[src/rtl/seq_calc_display_pkg.sv]
// rtl/seq_calc_display_pkg.sv - shared constants and types for the sequential calculator/display
package calc_pkg;

   localparam logic [1:0] FN_ADD = 2'b00;
   localparam logic [1:0] FN_SUB = 2'b01;
   localparam logic [1:0] FN_MUL = 2'b10;
   localparam logic [1:0] FN_DIV = 2'b11;

   typedef enum logic [1:0] {
      ST_IDLE,
      ST_COMPUTE,
      ST_CONVERT,
      ST_DONE
   } state_t;

   localparam logic [6:0] SEG_BLANK = 7'h7F;
   localparam logic [6:0] SEG_DASH  = 7'h3F;

   // Active-low patterns for digits 0..9, bit 0 = segment a
   localparam logic [6:0] SEG_TABLE [10] = '{
      7'h40, 7'h79, 7'h24, 7'h30, 7'h19,
      7'h12, 7'h02, 7'h78, 7'h00, 7'h10
   };

endpackage

[src/rtl/seq_calc_display_if.sv]
// rtl/seq_calc_display_if.sv - request/result bundle between switch inputs and the display block
interface seq_calc_display_if #(
   parameter int W      = 4,
   parameter int DIGITS = 3
);
   logic                  start;
   logic [W-1:0]          op_a;
   logic [W-1:0]          op_b;
   logic [1:0]            func;
   logic                  busy;
   logic                  done;
   logic                  neg;
   logic                  err_div0;
   logic                  ovf;
   logic [7*DIGITS-1:0]   seg;

   modport master (
      output start, op_a, op_b, func,
      input  busy, done, neg, err_div0, ovf, seg
   );

   modport slave (
      input  start, op_a, op_b, func,
      output busy, done, neg, err_div0, ovf, seg
   );
endinterface

[src/rtl/seq_calc_display_seg7_decode.sv]
// rtl/seq_calc_display_seg7_decode.sv - BCD digit to active-low seven-segment pattern
module seg7_decode
   import calc_pkg::*;
(
   input  logic [3:0] bcd,
   input  logic       blank,
   output logic [6:0] seg
);

   always_comb begin
      seg = SEG_DASH;
      if (blank) begin
         seg = SEG_BLANK;
      end else if (bcd <= 4'd9) begin
         seg = SEG_TABLE[bcd];
      end
   end

endmodule

[src/rtl/seq_calc_display.sv]
// rtl/seq_calc_display.sv - sequential add/sub/mul/div with serial BCD conversion to 7-segment digits
module seq_calc_display
   import calc_pkg::*;
#(
   parameter int W        = 4,
   parameter int DIGITS   = 3,
   parameter int BLANK_LZ = 1
) (
   input  logic              clk,
   input  logic              rst_n,
   seq_calc_display_if.slave bus
);

   localparam int RW = 2 * W;
   localparam int BW = 4 * DIGITS;
   localparam int CW = $clog2(RW + 1);

   state_t              state_q, state_d;
   logic [W-1:0]        a_q, b_q, rem_q;
   logic [1:0]          func_q;
   logic [RW-1:0]       res_q;
   logic [BW-1:0]       bcd_q;
   logic [CW-1:0]       cnt_q;
   logic                neg_pend_q, ovf_acc_q;
   logic                busy_q, done_q, neg_q, err_q, ovf_q;
   logic [7*DIGITS-1:0] seg_q;

   // Restoring divide step: quotient bits shift into a_q as the dividend shifts out
   logic [W:0]   div_shift, div_diff;
   logic         q_bit;
   logic [W-1:0] rem_nxt;
   logic         div0, last_div, last_conv;

   assign div_shift = {rem_q, a_q[W-1]};
   assign div_diff  = div_shift - {1'b0, b_q};
   assign q_bit     = ~div_diff[W];
   assign rem_nxt   = q_bit ? div_diff[W-1:0] : div_shift[W-1:0];
   assign div0      = (func_q == FN_DIV) && (b_q == '0);
   assign last_div  = (cnt_q == CW'(W - 1));
   assign last_conv = (cnt_q == CW'(RW - 1));

   logic [BW-1:0] adj, bcd_nxt;
   logic          ovf_nxt;

   always_comb begin
      adj = bcd_q;
      for (int i = 0; i < DIGITS; i++) begin
         if (bcd_q[4*i +: 4] >= 4'd5) begin
            adj[4*i +: 4] = bcd_q[4*i +: 4] + 4'd3;
         end
      end
   end

   assign bcd_nxt = {adj[BW-2:0], res_q[RW-1]};
   assign ovf_nxt = ovf_acc_q | adj[BW-1];

   // Blanking works on the post-shift value so seg can load in the same edge as the last shift
   logic [DIGITS-1:0] blank;
   logic              zero_above;

   always_comb begin
      blank      = '0;
      zero_above = 1'b1;
      for (int k = DIGITS - 1; k >= 0; k--) begin
         zero_above = zero_above & (bcd_nxt[4*k +: 4] == 4'd0);
         if (k != 0 && BLANK_LZ != 0) begin
            blank[k] = zero_above;
         end
      end
   end

   logic [7*DIGITS-1:0] seg_dec;

   for (genvar k = 0; k < DIGITS; k++) begin : g_dec
      seg7_decode u_dec (
         .bcd   (bcd_nxt[4*k +: 4]),
         .blank (blank[k]),
         .seg   (seg_dec[7*k +: 7])
      );
   end

   always_comb begin
      state_d = state_q;
      case (state_q)
         ST_IDLE:    if (bus.start) state_d = ST_COMPUTE;
         ST_COMPUTE: begin
            if (func_q != FN_DIV)  state_d = ST_CONVERT;
            else if (div0)         state_d = ST_DONE;
            else if (last_div)     state_d = ST_CONVERT;
         end
         ST_CONVERT: if (last_conv) state_d = ST_DONE;
         ST_DONE:    state_d = ST_IDLE;
         default:    state_d = ST_IDLE;
      endcase
   end

   always_ff @(posedge clk or negedge rst_n) begin
      if (!rst_n) begin
         state_q <= ST_IDLE;
      end else begin
         state_q <= state_d;
      end
   end

   always_ff @(posedge clk or negedge rst_n) begin
      if (!rst_n) begin
         a_q        <= '0;
         b_q        <= '0;
         rem_q      <= '0;
         func_q     <= FN_ADD;
         res_q      <= '0;
         bcd_q      <= '0;
         cnt_q      <= '0;
         neg_pend_q <= 1'b0;
         ovf_acc_q  <= 1'b0;
         busy_q     <= 1'b0;
         done_q     <= 1'b0;
         neg_q      <= 1'b0;
         err_q      <= 1'b0;
         ovf_q      <= 1'b0;
         seg_q      <= {DIGITS{SEG_BLANK}};
      end else begin
         busy_q <= (state_d != ST_IDLE);
         done_q <= (state_d == ST_DONE);
         case (state_q)
            ST_IDLE: begin
               if (bus.start) begin
                  a_q        <= bus.op_a;
                  b_q        <= bus.op_b;
                  func_q     <= bus.func;
                  rem_q      <= '0;
                  bcd_q      <= '0;
                  cnt_q      <= '0;
                  neg_pend_q <= 1'b0;
                  ovf_acc_q  <= 1'b0;
               end
            end
            ST_COMPUTE: begin
               case (func_q)
                  FN_ADD: res_q <= RW'(a_q) + RW'(b_q);
                  FN_SUB: begin
                     if (a_q < b_q) begin
                        res_q      <= RW'(b_q - a_q);
                        neg_pend_q <= 1'b1;
                     end else begin
                        res_q <= RW'(a_q - b_q);
                     end
                  end
                  FN_MUL: res_q <= RW'(a_q) * RW'(b_q);
                  default: begin
                     a_q   <= {a_q[W-2:0], q_bit};
                     rem_q <= rem_nxt;
                     cnt_q <= last_div ? '0 : cnt_q + CW'(1);
                     if (last_div) res_q <= RW'({a_q[W-2:0], q_bit});
                  end
               endcase
               if (state_d == ST_DONE) begin
                  seg_q <= {DIGITS{SEG_DASH}};
                  err_q <= 1'b1;
                  ovf_q <= 1'b0;
                  neg_q <= 1'b0;
               end
            end
            ST_CONVERT: begin
               bcd_q     <= bcd_nxt;
               res_q     <= res_q << 1;
               ovf_acc_q <= ovf_nxt;
               cnt_q     <= cnt_q + CW'(1);
               if (state_d == ST_DONE) begin
                  seg_q <= ovf_nxt ? {DIGITS{SEG_DASH}} : seg_dec;
                  ovf_q <= ovf_nxt;
                  neg_q <= neg_pend_q;
                  err_q <= 1'b0;
               end
            end
            default: ;
         endcase
      end
   end

   assign bus.busy     = busy_q;
   assign bus.done     = done_q;
   assign bus.neg      = neg_q;
   assign bus.err_div0 = err_q;
   assign bus.ovf      = ovf_q;
   assign bus.seg      = seg_q;

endmodule

[src/flat_wrapper.sv]
// flat-port wrapper written by rule: the top's interface ports become plain ports
module seq_calc_display_flat import calc_pkg::*;
#(
   parameter int W        = 4,
   parameter int DIGITS   = 3,
   parameter int BLANK_LZ = 1
)
  (clk, rst_n, bus_start, bus_op_a, bus_op_b, bus_func, bus_busy, bus_done, bus_neg, bus_err_div0, bus_ovf, bus_seg);
  seq_calc_display_if #(.W(W), .DIGITS(DIGITS)) bus_i ();
  input  logic clk;
  input  logic rst_n;
  input wire logic [$bits(bus_i.start)-1:0] bus_start;
  input wire logic [$bits(bus_i.op_a)-1:0] bus_op_a;
  input wire logic [$bits(bus_i.op_b)-1:0] bus_op_b;
  input wire logic [$bits(bus_i.func)-1:0] bus_func;
  output wire logic [$bits(bus_i.busy)-1:0] bus_busy;
  output wire logic [$bits(bus_i.done)-1:0] bus_done;
  output wire logic [$bits(bus_i.neg)-1:0] bus_neg;
  output wire logic [$bits(bus_i.err_div0)-1:0] bus_err_div0;
  output wire logic [$bits(bus_i.ovf)-1:0] bus_ovf;
  output wire logic [$bits(bus_i.seg)-1:0] bus_seg;
  assign bus_i.start = bus_start;
  assign bus_i.op_a = bus_op_a;
  assign bus_i.op_b = bus_op_b;
  assign bus_i.func = bus_func;
  assign bus_busy = bus_i.busy;
  assign bus_done = bus_i.done;
  assign bus_neg = bus_i.neg;
  assign bus_err_div0 = bus_i.err_div0;
  assign bus_ovf = bus_i.ovf;
  assign bus_seg = bus_i.seg;
  seq_calc_display #(.W(W), .DIGITS(DIGITS), .BLANK_LZ(BLANK_LZ)) u_core (.clk(clk), .rst_n(rst_n), .bus(bus_i));
endmodule
[config.mk]
export PLATFORM = sky130hd
export DESIGN_NAME = seq_calc_display_flat
export DESIGN_NICKNAME = d
export VERILOG_FILES = /design/src/rtl/seq_calc_display_pkg.sv /design/src/rtl/seq_calc_display_if.sv /design/src/rtl/seq_calc_display_seg7_decode.sv /design/src/rtl/seq_calc_display.sv /design/src/flat_wrapper.sv
export SDC_FILE = /design/constraint.sdc
export NUM_CORES = 1
export LEC_CHECK = 0
export CELL_PAD_IN_SITES_DETAIL_PLACEMENT = 2
export CELL_PAD_IN_SITES_GLOBAL_PLACEMENT = 2
export CORE_MARGIN = 3
export CORE_UTILIZATION = 35
export DETAILED_ROUTE_END_ITERATION = 10
export PLACE_DENSITY = 0.87
export SLEW_MARGIN = 15
export SYNTH_ARGS = -nofsm -noshare
export SYNTH_HDL_FRONTEND = slang
export SYNTH_SLANG_ARGS = --single-unit
[constraint.sdc]
create_clock -name clk -period 2.7 [get_ports clk]
set_input_delay 0.54 -clock clk [delete_from_list [all_inputs] [get_ports clk]]
set_output_delay 0.54 -clock clk [all_outputs]
set_load 0.005 [all_outputs]
==> results of run 1 <==
kinds of logic (layout without fill, tap and decap cells):
group,after synthesis,in the layout,synth area share
adder cells (fa/ha/maj),65,65,0.161
AND/OR/NAND/NOR,141,141,0.136
multiplexers,54,54,0.117
AO/OA/AOI/OAI,153,153,0.192
buffers and inverters,68,168,0.0561
flip-flops,68,68,0.319
XOR/XNOR,12,12,0.0194
per-layer routing:
layer  vias to the layer above  wire [um]  track usage
li1                       2182          -            -
met4                         0        449       0.0641
met2                        66      10300        0.421
met5                         -          0            0
met1                      2413       7330        0.243
met3                        27        406       0.0431
per-stage QoR:
step            util  total power [uW]  cell area [sq um]  cells  setup WS, ns
2_1_floorplan      -              5930               5430    561       -0.0851
3_3_place_gp   0.430              7860               6370    822       -0.0768
3_5_place_dp   0.430              8460               6370    822        -0.293
4_1_cts        0.453              9980               6710    839        -0.301
5_1_grt        0.466             11300               6910    845        -0.410
6_report       0.466             10400               6910    845        -0.293
worst paths after layout:
check                                              start                       endpoint  slack [ns]  cells past startpoint
min in group clk           u_core.bus.seg[4]$_DFFE_PN1P_  u_core.bus.seg[4]$_DFFE_PN1P_        0.49                      2
max                            u_core.b_q[1]$_DFFE_PN0P_    u_core.res_q[7]$_DFFE_PN0P_       -0.29                     11
max reg2reg                    u_core.b_q[1]$_DFFE_PN0P_    u_core.res_q[7]$_DFFE_PN0P_       -0.29                     11
max in group asynchronous                          rst_n      u_core.a_q[1]$_DFFE_PN0P_        1.63                      2
min reg2reg                u_core.bus.seg[4]$_DFFE_PN1P_  u_core.bus.seg[4]$_DFFE_PN1P_        0.49                      2
min                                                rst_n    u_core.res_q[5]$_DFFE_PN0P_        0.21                      1
cell type report:
| class | instances | area, sq um | area share |
|---|---|---|---|
| multi-input cells | 425 | 3600 | 0.521 |
| well taps | 184 | 230 | 0.0333 |
| repair buffers | 106 | 902 | 0.131 |
| clock buffers | 13 | 250 | 0.0362 |
| clock inverters | 2 | 11.3 | 0.00163 |
| flip-flops and latches | 68 | 1730 | 0.251 |
| inverters | 47 | 180 | 0.0261 |
where the power goes:
| part | internal, uW | total, uW | switching [uW] |
|---|---|---|---|
| registers | 1480 | 1860 | 385 |
| clock network | 642 | 1090 | 452 |
| logic | 3390 | 7440 | 4050 |
registers in the layout (all words and copies together) (netlist names), 4 cells and up:
name and cells:
u_core.a_q 4, u_core.res_q 8, u_core.bus.seg 21, u_core.cnt_q 4, u_core.b_q 4, u_core.bcd_q 12
u_core.rem_q 4
cell usage after synthesis (4+ instances only):
library cell / instances / area (sq um)
xnor2_1: 11 / 96.3
o31ai_1: 6 / 45.0
nor3_1: 8 / 40.0
inv_1: 46 / 173
mux2_2: 13 / 146
o21ai_1: 5 / 25.0
a22oi_1: 8 / 60.1
nand2_1: 44 / 165
a211o_1: 4 / 35.0
ha_1: 57 / 713
a211oi_1: 8 / 60.1
mux2i_1: 26 / 260
buf_2: 6 / 30.0
nand3_1: 7 / 35.0
a221o_1: 5 / 50.1
nand2b_1: 10 / 62.6
nor2b_1: 12 / 75.1
a21oi_1: 30 / 150
a21o_1: 11 / 82.6
dfrtp_1: 47 / 1180
o21a_1: 4 / 30.0
nor2_1: 30 / 113
mux2_4: 15 / 225
clkbuf_1: 9 / 33.8
dfstp_2: 21 / 552
fa_1: 8 / 160
o21ai_0: 41 / 205
and2_1: 6 / 37.5
timing repair:
action / CTS / global route
setup endpoints to repair: 13 / 23
pin swaps: 11 / 10
gates resized for setup: 16 / 41
buffers inserted: 2 / 6
layout by cell type (no fill, tap or decap), types with 9 or more instances in the layout:
cell type | Yosys | layout
xnor2_1 | 11 | 9
inv_2 | 1 | 10
clkdlybuf4s50_1 | 0 | 37
dfstp_2 | 21 | 21
o21ai_0 | 41 | 37
mux2_4 | 15 | 15
nand2b_1 | 10 | 9
nand2_1 | 44 | 42
ha_1 | 57 | 47
nor2_1 | 30 | 29
mux2_2 | 13 | 13
a21o_1 | 11 | 11
clkbuf_16 | 0 | 9
nor2b_1 | 12 | 10
mux2i_1 | 26 | 25
inv_1 | 46 | 36
buf_4 | 0 | 66
a21oi_1 | 30 | 21
dfrtp_1 | 47 | 44
worst max-delay path: stages (launching register included):
cell and delay, ns:
dfrtp_2 0.41, nand2_1 0.10, fa_1 0.51, inv_2 0.05
fa_1 0.48, ha_1 0.30, a21o_1 0.18, a311o_1 0.29
a21oi_2 0.15, xnor2_1 0.16, a21oi_1 0.09, o221ai_1 0.19
==> metrics.md, run 1 <==
| Metric | Value |
|---|---|
| Avg Cell Area, Syn | `9.65 sq um` |
| Final WL | `around 18 mm` |
| Crit path capture type | `register` |
| Antenna-violating nets left | `0` |
| Hold slack | `0.210 ns` |
| Main synth FF type | `dfrtp_1` |
| Clock buffer depth | `2` |
| Vias/cell | `5.55` |
| Failing checks | `negative setup slack` |
| Period utilization | `1.11` |
| Drt first-iter violations | `145` |
| HP Class | `in -> async` |
| Number of clock sinks | `68` |
| Row cnt | `44` |
| Register bit total from synthesis | `68` |
| Final worst setup slack | `-0.293 ns` |
| GRT Util Overall | `0.219` |
| Final Skew | `slightly above 0.009 ns` |
| FILL cells | `1552` |
| CP Class | `reg -> reg` |
| CTS tree | `done` |
| CTS Buf Count | `9` |
| Peak VDD IR | `about 540 uV` |
| Yosys Warn Count | `0` |
| Drt drc | `0` |
| Async set or reset register ratio after synthesis | `1.00` |
| Share of cells above drive strength 1 | `0.298` |
| EDFF count, synth | `0` |
| Synth Instances | `561` |
| Worst-Skew Late Latency | `approximately 0.35 ns` |
| RSZ-0062 raised after global routing | `true` |
| GRT Residual Overflow | `0` |
| Area grow syn2layout | `27.5%` |
| Status | `finished with violations` |
| Critical Path RT | `roughly 3 ns` |
| Vias in the first global route | `5338` |
| Worst-path clk slew | `0.06 ns` |
| Detailed Routing Iterations Pass 1 | `4` |
| H-tree levels | `3` |
| Nets | `roughly 740` |
| Wire per inst | `21.9 um` |
| Io pins | `39` |
| Power Density | `1500 nW/um^2` |
| Final Hold Fails | `0` |
| Minimum clock period | `2.99 ns` |
| Initial antenna violation count | `0` |
| Die Area | `17000 sq um` |
| Sequential element share of the synthesized area | `0.319` |
| Syn_nets | `639` |
| Leakage Power | `0.00304 uW` |
| Slew headroom | `0.487` |
| Die Span Y | `roughly 130 um` |
| Setup Total Neg Slack | `-0.799 ns` |
| Worst Setup Start Kind | `register` |
| Max-Cap Viols | `0` |
| Core area | `14800 sq um` |
| Largest net degree at the start of global routing | `41` |
| Crit path DAT | `3.25 ns` |
| Upper clock frequency limit | `334 MHz` |
| First-pass GRT wire length | `slightly below 30 mm` |
| Routability-driven placement congestion ratio | `around 0.89` |
| PortBufs | `38` |
| Root Buffer | `clkbuf_16` |
| DR vias | `4688` |
| Chip width | `between 100 and 150 um` |
| Worst slew pin tran | `0.761 ns` |
| N_diodes | `0` |
| Synthesized area | `between 5000 and 6000 sq um` |
| DP HPWL | `about 13 mm` |
| Starting density of the core | `0.366` |
| Post-synthesis cell type count | `72` |
| # setup viols final | `5` |
| Slew Limit Fails | `0` |
| Cts hold-fix bufs | `0` |
| Max FO, Critical Path | `5` |
(Power assumes the default switching activity.)
==> run 2, diff against run 1 <==
--- a/config.mk
+++ b/config.mk
@@ -10,7 +10,7 @@
 export CORE_MARGIN = 3
 export CORE_UTILIZATION = 35
 export DETAILED_ROUTE_END_ITERATION = 10
-export PLACE_DENSITY = 0.87
+export PLACE_DENSITY_LB_ADDON = 0.1
 export SLEW_MARGIN = 15
 export SYNTH_ARGS = -nofsm -noshare
 export SYNTH_HDL_FRONTEND = slang
==> metrics.md, run 2 (same netlist as run 1, synthesis figures left out) <==
| Metric | Value |
|---|---|
| Status | `finished with violations` |
| Failing checks | `negative setup slack` |
| Drt drc | `0` |
| Worst Setup Start Kind | `register` |
| Die Area | `approximately 17000 sq um` |
| Final Hold Fails | `0` |
| Pwr Total | `9970 uW` |
| Finished Layout Cells | `851` |
| Wire per inst | `roughly 20 um` |
| Clock buffer depth | `2` |
| Detailed Routing Iterations Pass 1 | `4` |
| Cts hold-fix bufs | `0` |
| Nets | `740` |
| GRT Residual Overflow | `0` |
| Vias/cell | `5.39` |
| Crit path DAT | `between 3 and 4 ns` |
| Initial antenna violation count | `0` |
| Leakage Power | `approximately 0.0031 uW` |
| Dpl cells | `827` |
| Final Core Density | `0.463` |
| Final WL | `16.9 mm` |
| Crit path top cell by count | `fa_1` |
| Most common cell after layout, fill and taps aside | `buf_4` |
| Crit path capture type | `register` |
| Worst-path clk slew | `0.05 ns` |
| Vias in the first global route | `around 5100` |
| Drt first-iter violations | `about 160` |
| Number of clock sinks | `68` |
| Upper clock frequency limit | `between 300 and 400 MHz` |
| Final Cell Area | `6860 sq um` |
| Antenna-violating nets left | `0` |
| Post-Place Setup Slack | `-0.174 ns` |
| Worst path max stage delay | `roughly 0.54 ns` |
| Final worst setup slack | `-0.162 ns` |
| Die Span Y | `130 um` |
| H-tree levels | `3` |
| Row cnt | `44` |
| Worst slew pin tran | `0.821 ns` |
| Root Buffer | `clkbuf_16` |
| GRT Util Overall | `0.209` |
| Placed inst area | `6430 sq um` |
| Share of cells above drive strength 1 | `0.274` |
| Slew Limit Fails | `0` |
| DP HPWL | `12.9 mm` |
| Chip width | `~130 um` |
| Largest net degree at the start of global routing | `49` |
| # setup viols final | `5` |
| Final Skew | `between 0.008 and 0.009 ns` |
| CP max-delay cell | `fa_1` |
| N_diodes | `0` |
| RSZ-0062 raised after global routing | `true` |
| PortBufs | `38` |
| Slew headroom | `0.447` |
| CP Class | `reg -> reg` |
| DR vias | `4588` |
| Io pins | `39` |
| Crit path from | `u_core.a_q[0]$_DFFE_PN0P_` |
| Area grow syn2layout | `26.6%` |
| Worst-Skew Late Latency | `between 0.3 and 0.4 ns` |
| Period utilization | `1.06` |
| Power Density | `1450 nW/um^2` |
| Starting density of the core | `0.366` |
| CTS tree | `done` |
| First-pass GRT wire length | `27.9 mm` |
| Max-Cap Viols | `0` |
| Critical Path RT | `2.95 ns` |
| Peak VDD IR | `472 uV` |
| CP cell instances | `nand2_2 > fa_1 > inv_1 > fa_1 > ha_1 > a21o_1 > a311o_1 > a21oi_2 > xnor2_1 > a21oi_1 > o221ai_1` |
| CTS Buf Count | `9` |
| Core area | `between 10000 and 15000 sq um` |
| Minimum clock period | `2.86 ns` |
| Max reg flops | `21` |
| R2r startpoint | `u_core.a_q[0]$_DFFE_PN0P_` |
| HP Class | `in -> async` |
| Routability-driven placement congestion ratio | `0.854` |
| Max FO, Critical Path | `2` |
| Most frequent cells in the layout | `buf_4, ha_1, dfrtp_1` |
run 2: cell types whose count changed in the layout (fill, tap and decap cells not counted), sizes merged:
cell      previous run  this run
buf                 69        74
bufinv               0         1
clkbuf              13        14
clkinvlp             1         0
run 2: worst paths after layout:
check	cells after the start	to	slack, ns
min in group clk	2	u_core.bus.seg[13]$_DFFE_PN1P_	0.48
hold reg to reg	2	u_core.bus.seg[13]$_DFFE_PN1P_	0.48
setup / recovery	11	u_core.res_q[7]$_DFFE_PN0P_	-0.16
setup reg to reg	11	u_core.res_q[7]$_DFFE_PN0P_	-0.16
max in group asynchronous	2	u_core.bus.seg[20]$_DFFE_PN1P_	1.83
hold / removal	1	u_core.res_q[2]$_DFFE_PN0P_	0.24
run 2: per-stage QoR:
stage / hold slack (ns) / setup TNS (ns)
after CTS: 0.255 / -0.476
after global placement: 0.458 / -0.172
after detailed placement: 0.469 / -0.617
after floorplan: 0.244 / -0.0851
after global routing: 0.275 / -1.68
final: 0.242 / -0.319
run 2: worst max-delay path: cells and delay by family (launching register included):
| family | cells | cell delay, ns |
|---|---|---|
| fa+ha+maj | 3 | 1.29 |
| compound gates | 5 | 0.87 |
| flops | 1 | 0.37 |
| xor+xnor | 1 | 0.12 |
| simple gates | 1 | 0.07 |
| buf+inv | 1 | 0.05 |
run 2: routing by layer:
| layer | global-route usage | routed length (um) | vias to the layer above |
|---|---|---|---|
| li1 | - | - | 2199 |
| met1 | 0.281 | 8030 | 2310 |
| met2 | 0.356 | 8270 | 64 |
| met3 | 0.0321 | 435 | 15 |
| met4 | 0.0526 | 200 | 0 |
| met5 | 0 | 0 | - |
run 2: area by class of cell:
class	count	area, sq um
timing repair buffer	111	951
multi-input combinational	425	3480
tap	184	230
clock inverter	2	35.0
fill	1562	7950
clock buffer	14	254
inverter	47	176
sequential	68	1730
run 2: repair_timing:
action / in CTS / in global routing
pin swaps: 5 / 12
setup endpoints to repair: 11 / 25
buffers inserted: 0 / 8
resized for setup: 10 / 19
run 2: report_power, final:
group          total [uW]  internal (uW)  switching [uW]
combinational        6930           3200            3740
sequential           1860           1480             380
clock                1170            740             434
==> run 3, diff against run 2 <==
--- a/config.mk
+++ b/config.mk
@@ -10,7 +10,8 @@
 export CORE_MARGIN = 3
 export CORE_UTILIZATION = 35
 export DETAILED_ROUTE_END_ITERATION = 10
-export PLACE_DENSITY_LB_ADDON = 0.1
+export PLACE_DENSITY = 0.75
+export SKIP_LAST_GASP = 1
 export SLEW_MARGIN = 15
 export SYNTH_ARGS = -nofsm -noshare
 export SYNTH_HDL_FRONTEND = slang
==> metrics.md, run 3 (same netlist as run 1, synthesis figures left out) <==
| Metric | Value |
|---|---|
| Initial antenna violation count | `1` |
| Chip width | `130 um` |
| Wire per inst | `22.3 um` |
| Crit path top cell by count | `fa_1` |
| Starting density of the core | `0.366` |
| Peak VDD IR | `538 uV` |
| Slew headroom | `0.412` |
| Area grow syn2layout | `26.5%` |
| Period utilization | `1.10` |
| DP HPWL | `13.7 mm` |
| CTS Buf Count | `9` |
| N_diodes | `0` |
| Status | `finished with violations` |
| Routability-driven placement congestion ratio | `0.856` |
| # setup viols final | `5` |
| Worst-path clk slew | `0.06 ns` |
| Vias in the first global route | `5314` |
| Die Span Y | `130 um` |
| H-tree levels | `3` |
| Final worst setup slack | `-0.269 ns` |
| FILL cells | `1582` |
| Worst-Skew Late Latency | `0.34 ns` |
| Most common cell after layout, fill and taps aside | `buf_4` |
| Dpl cells | `around 830` |
| Worst slew pin tran | `0.873 ns` |
| Finished Layout Cells | `845` |
| Final Skew | `about 0.0075 ns` |
| Critical Path RT | `2.96 ns` |
| Crit path capture type | `register` |
| Io pins | `39` |
| Vias/cell | `5.56` |
| Slew Limit Fails | `0` |
| CTS tree | `done` |
| Minimum clock period | `2.97 ns` |
| GRT Util Overall | `0.231` |
| Leakage Power | `0.00306 uW` |
| Drt drc | `0` |
| Final Hold Fails | `0` |
| Max FO, Critical Path | `3` |
| Clock buffer depth | `2` |
| RSZ-0062 raised after global routing | `true` |
| Crit path DAT | `3.22 ns` |
| Core area | `between 10000 and 15000 sq um` |
| Max-Cap Viols | `0` |
| Detailed Routing Iterations Pass 1 | `4` |
| Row cnt | `44` |
| Root Buffer | `clkbuf_16` |
| DR vias | `4699` |
| Die Area | `around 17000 sq um` |
| Final Core Density | `0.463` |
| Worst path bufs/invs | `1` |
| Upper clock frequency limit | `roughly 340 MHz` |
| Max reg flops | `21` |
| Failing checks | `negative setup slack` |
| HP Class | `in -> async` |
| PortBufs | `38` |
| CP Class | `reg -> reg` |
| Most frequent cells in the layout | `buf_4, ha_1, dfrtp_1` |
| Share of cells above drive strength 1 | `0.278` |
| Crit path max-delay family | `adder cells` |
| CP max-delay cell | `fa_1` |
| Worst Setup Start Kind | `register` |
| Drt first-iter violations | `162` |
| First-pass GRT wire length | `around 30 mm` |
| Antenna-violating nets left | `0` |
| Post-Place Setup Slack | `-0.283 ns` |
| Power Density | `1500 nW/um^2` |
| Worst path max stage delay | `0.56 ns` |
| GRT Residual Overflow | `0` |
| Number of clock sinks | `68` |
| Nets | `roughly 740` |
| CP cell instances | `nand2_2 > fa_1 > inv_2 > fa_1 > ha_1 > a21o_1 > a311o_1 > a21oi_2 > xnor2_1 > a21oi_1 > o221ai_1` |
| Final WL | `about 19 mm` |
| Largest net degree at the start of global routing | `46` |
[run 3: final cells by class]
| class | instances | area, sq um | share of cell area |
|---|---|---|---|
| clock inverter | 3 | 40.0 | 0.00584 |
| clock buffer | 12 | 236 | 0.0345 |
| multi-input combinational | 425 | 3520 | 0.514 |
| tap | 184 | 230 | 0.0336 |
| sequential | 68 | 1730 | 0.253 |
| inverter | 47 | 176 | 0.0257 |
| timing repair buffer | 106 | 917 | 0.134 |
[run 3: worst paths after layout]
| check | slack [ns] | depth (start not counted) | to | from |
|---|---|---|---|---|
| worst max-delay path | -0.27 | 11 | u_core.res_q[7]$_DFFE_PN0P_ | u_core.b_q[3]$_DFFE_PN0P_ |
| worst min-delay path | 0.22 | 1 | u_core.bus.neg$_DFFE_PN0P_ | rst_n |
| worst max register to register | -0.27 | 11 | u_core.res_q[7]$_DFFE_PN0P_ | u_core.b_q[3]$_DFFE_PN0P_ |
| worst min register to register | 0.47 | 2 | u_core.bus.seg[13]$_DFFE_PN1P_ | u_core.bus.seg[13]$_DFFE_PN1P_ |
| max in group asynchronous | 1.84 | 2 | u_core.bus.seg[20]$_DFFE_PN1P_ | rst_n |
| min in group clk | 0.47 | 2 | u_core.bus.seg[13]$_DFFE_PN1P_ | u_core.bus.seg[13]$_DFFE_PN1P_ |
[run 3: routing by layer]
| metal | up-vias | GRT usage | share of wire |
|---|---|---|---|
| met5 | - | 0 | 0.00069 |
| met4 | 2 | 0.0611 | 0.016 |
| met3 | 25 | 0.0402 | 0.027 |
| met2 | 69 | 0.416 | 0.53 |
| met1 | 2417 | 0.286 | 0.43 |
| li1 | 2186 | - | - |
[run 3: report_power, final]
group	internal (uW)	switching [uW]	total, uW
logic	3250	4030	7280
registers	1480	360	1840
clock network	707	440	1150
[run 3: stage by stage]
step	total power, uW	hold WS (ns)	TNS [ns]	cell area (sq um)
finish	10300	0.219	-0.621	6850
global route	11100	0.263	-1.44	6850
CTS	10100	0.257	-0.791	6770
detailed placement	8540	0.468	-0.834	6420
global placement	8010	0.459	-0.134	6420
floorplan	5930	0.244	-0.0851	5430
[run 3: timing repair]
item / CTS / global route
hold buffers: 0 / 0
buffers inserted: 4 / 1
gates resized for setup: 15 / 29
pin swaps: 7 / 12
hold endpoints to repair: 0 / 0
setup endpoints to repair: 20 / 25
[run 3: worst register-to-register path: stages, from the launching register on]
cell and delay, ns:
dfrtp_1 0.39, nand2_2 0.09, fa_1 0.56, inv_2 0.05, fa_1 0.46, ha_1 0.29
a21o_1 0.18, a311o_1 0.28, a21oi_2 0.16, xnor2_1 0.15, a21oi_1 0.09, o221ai_1 0.18
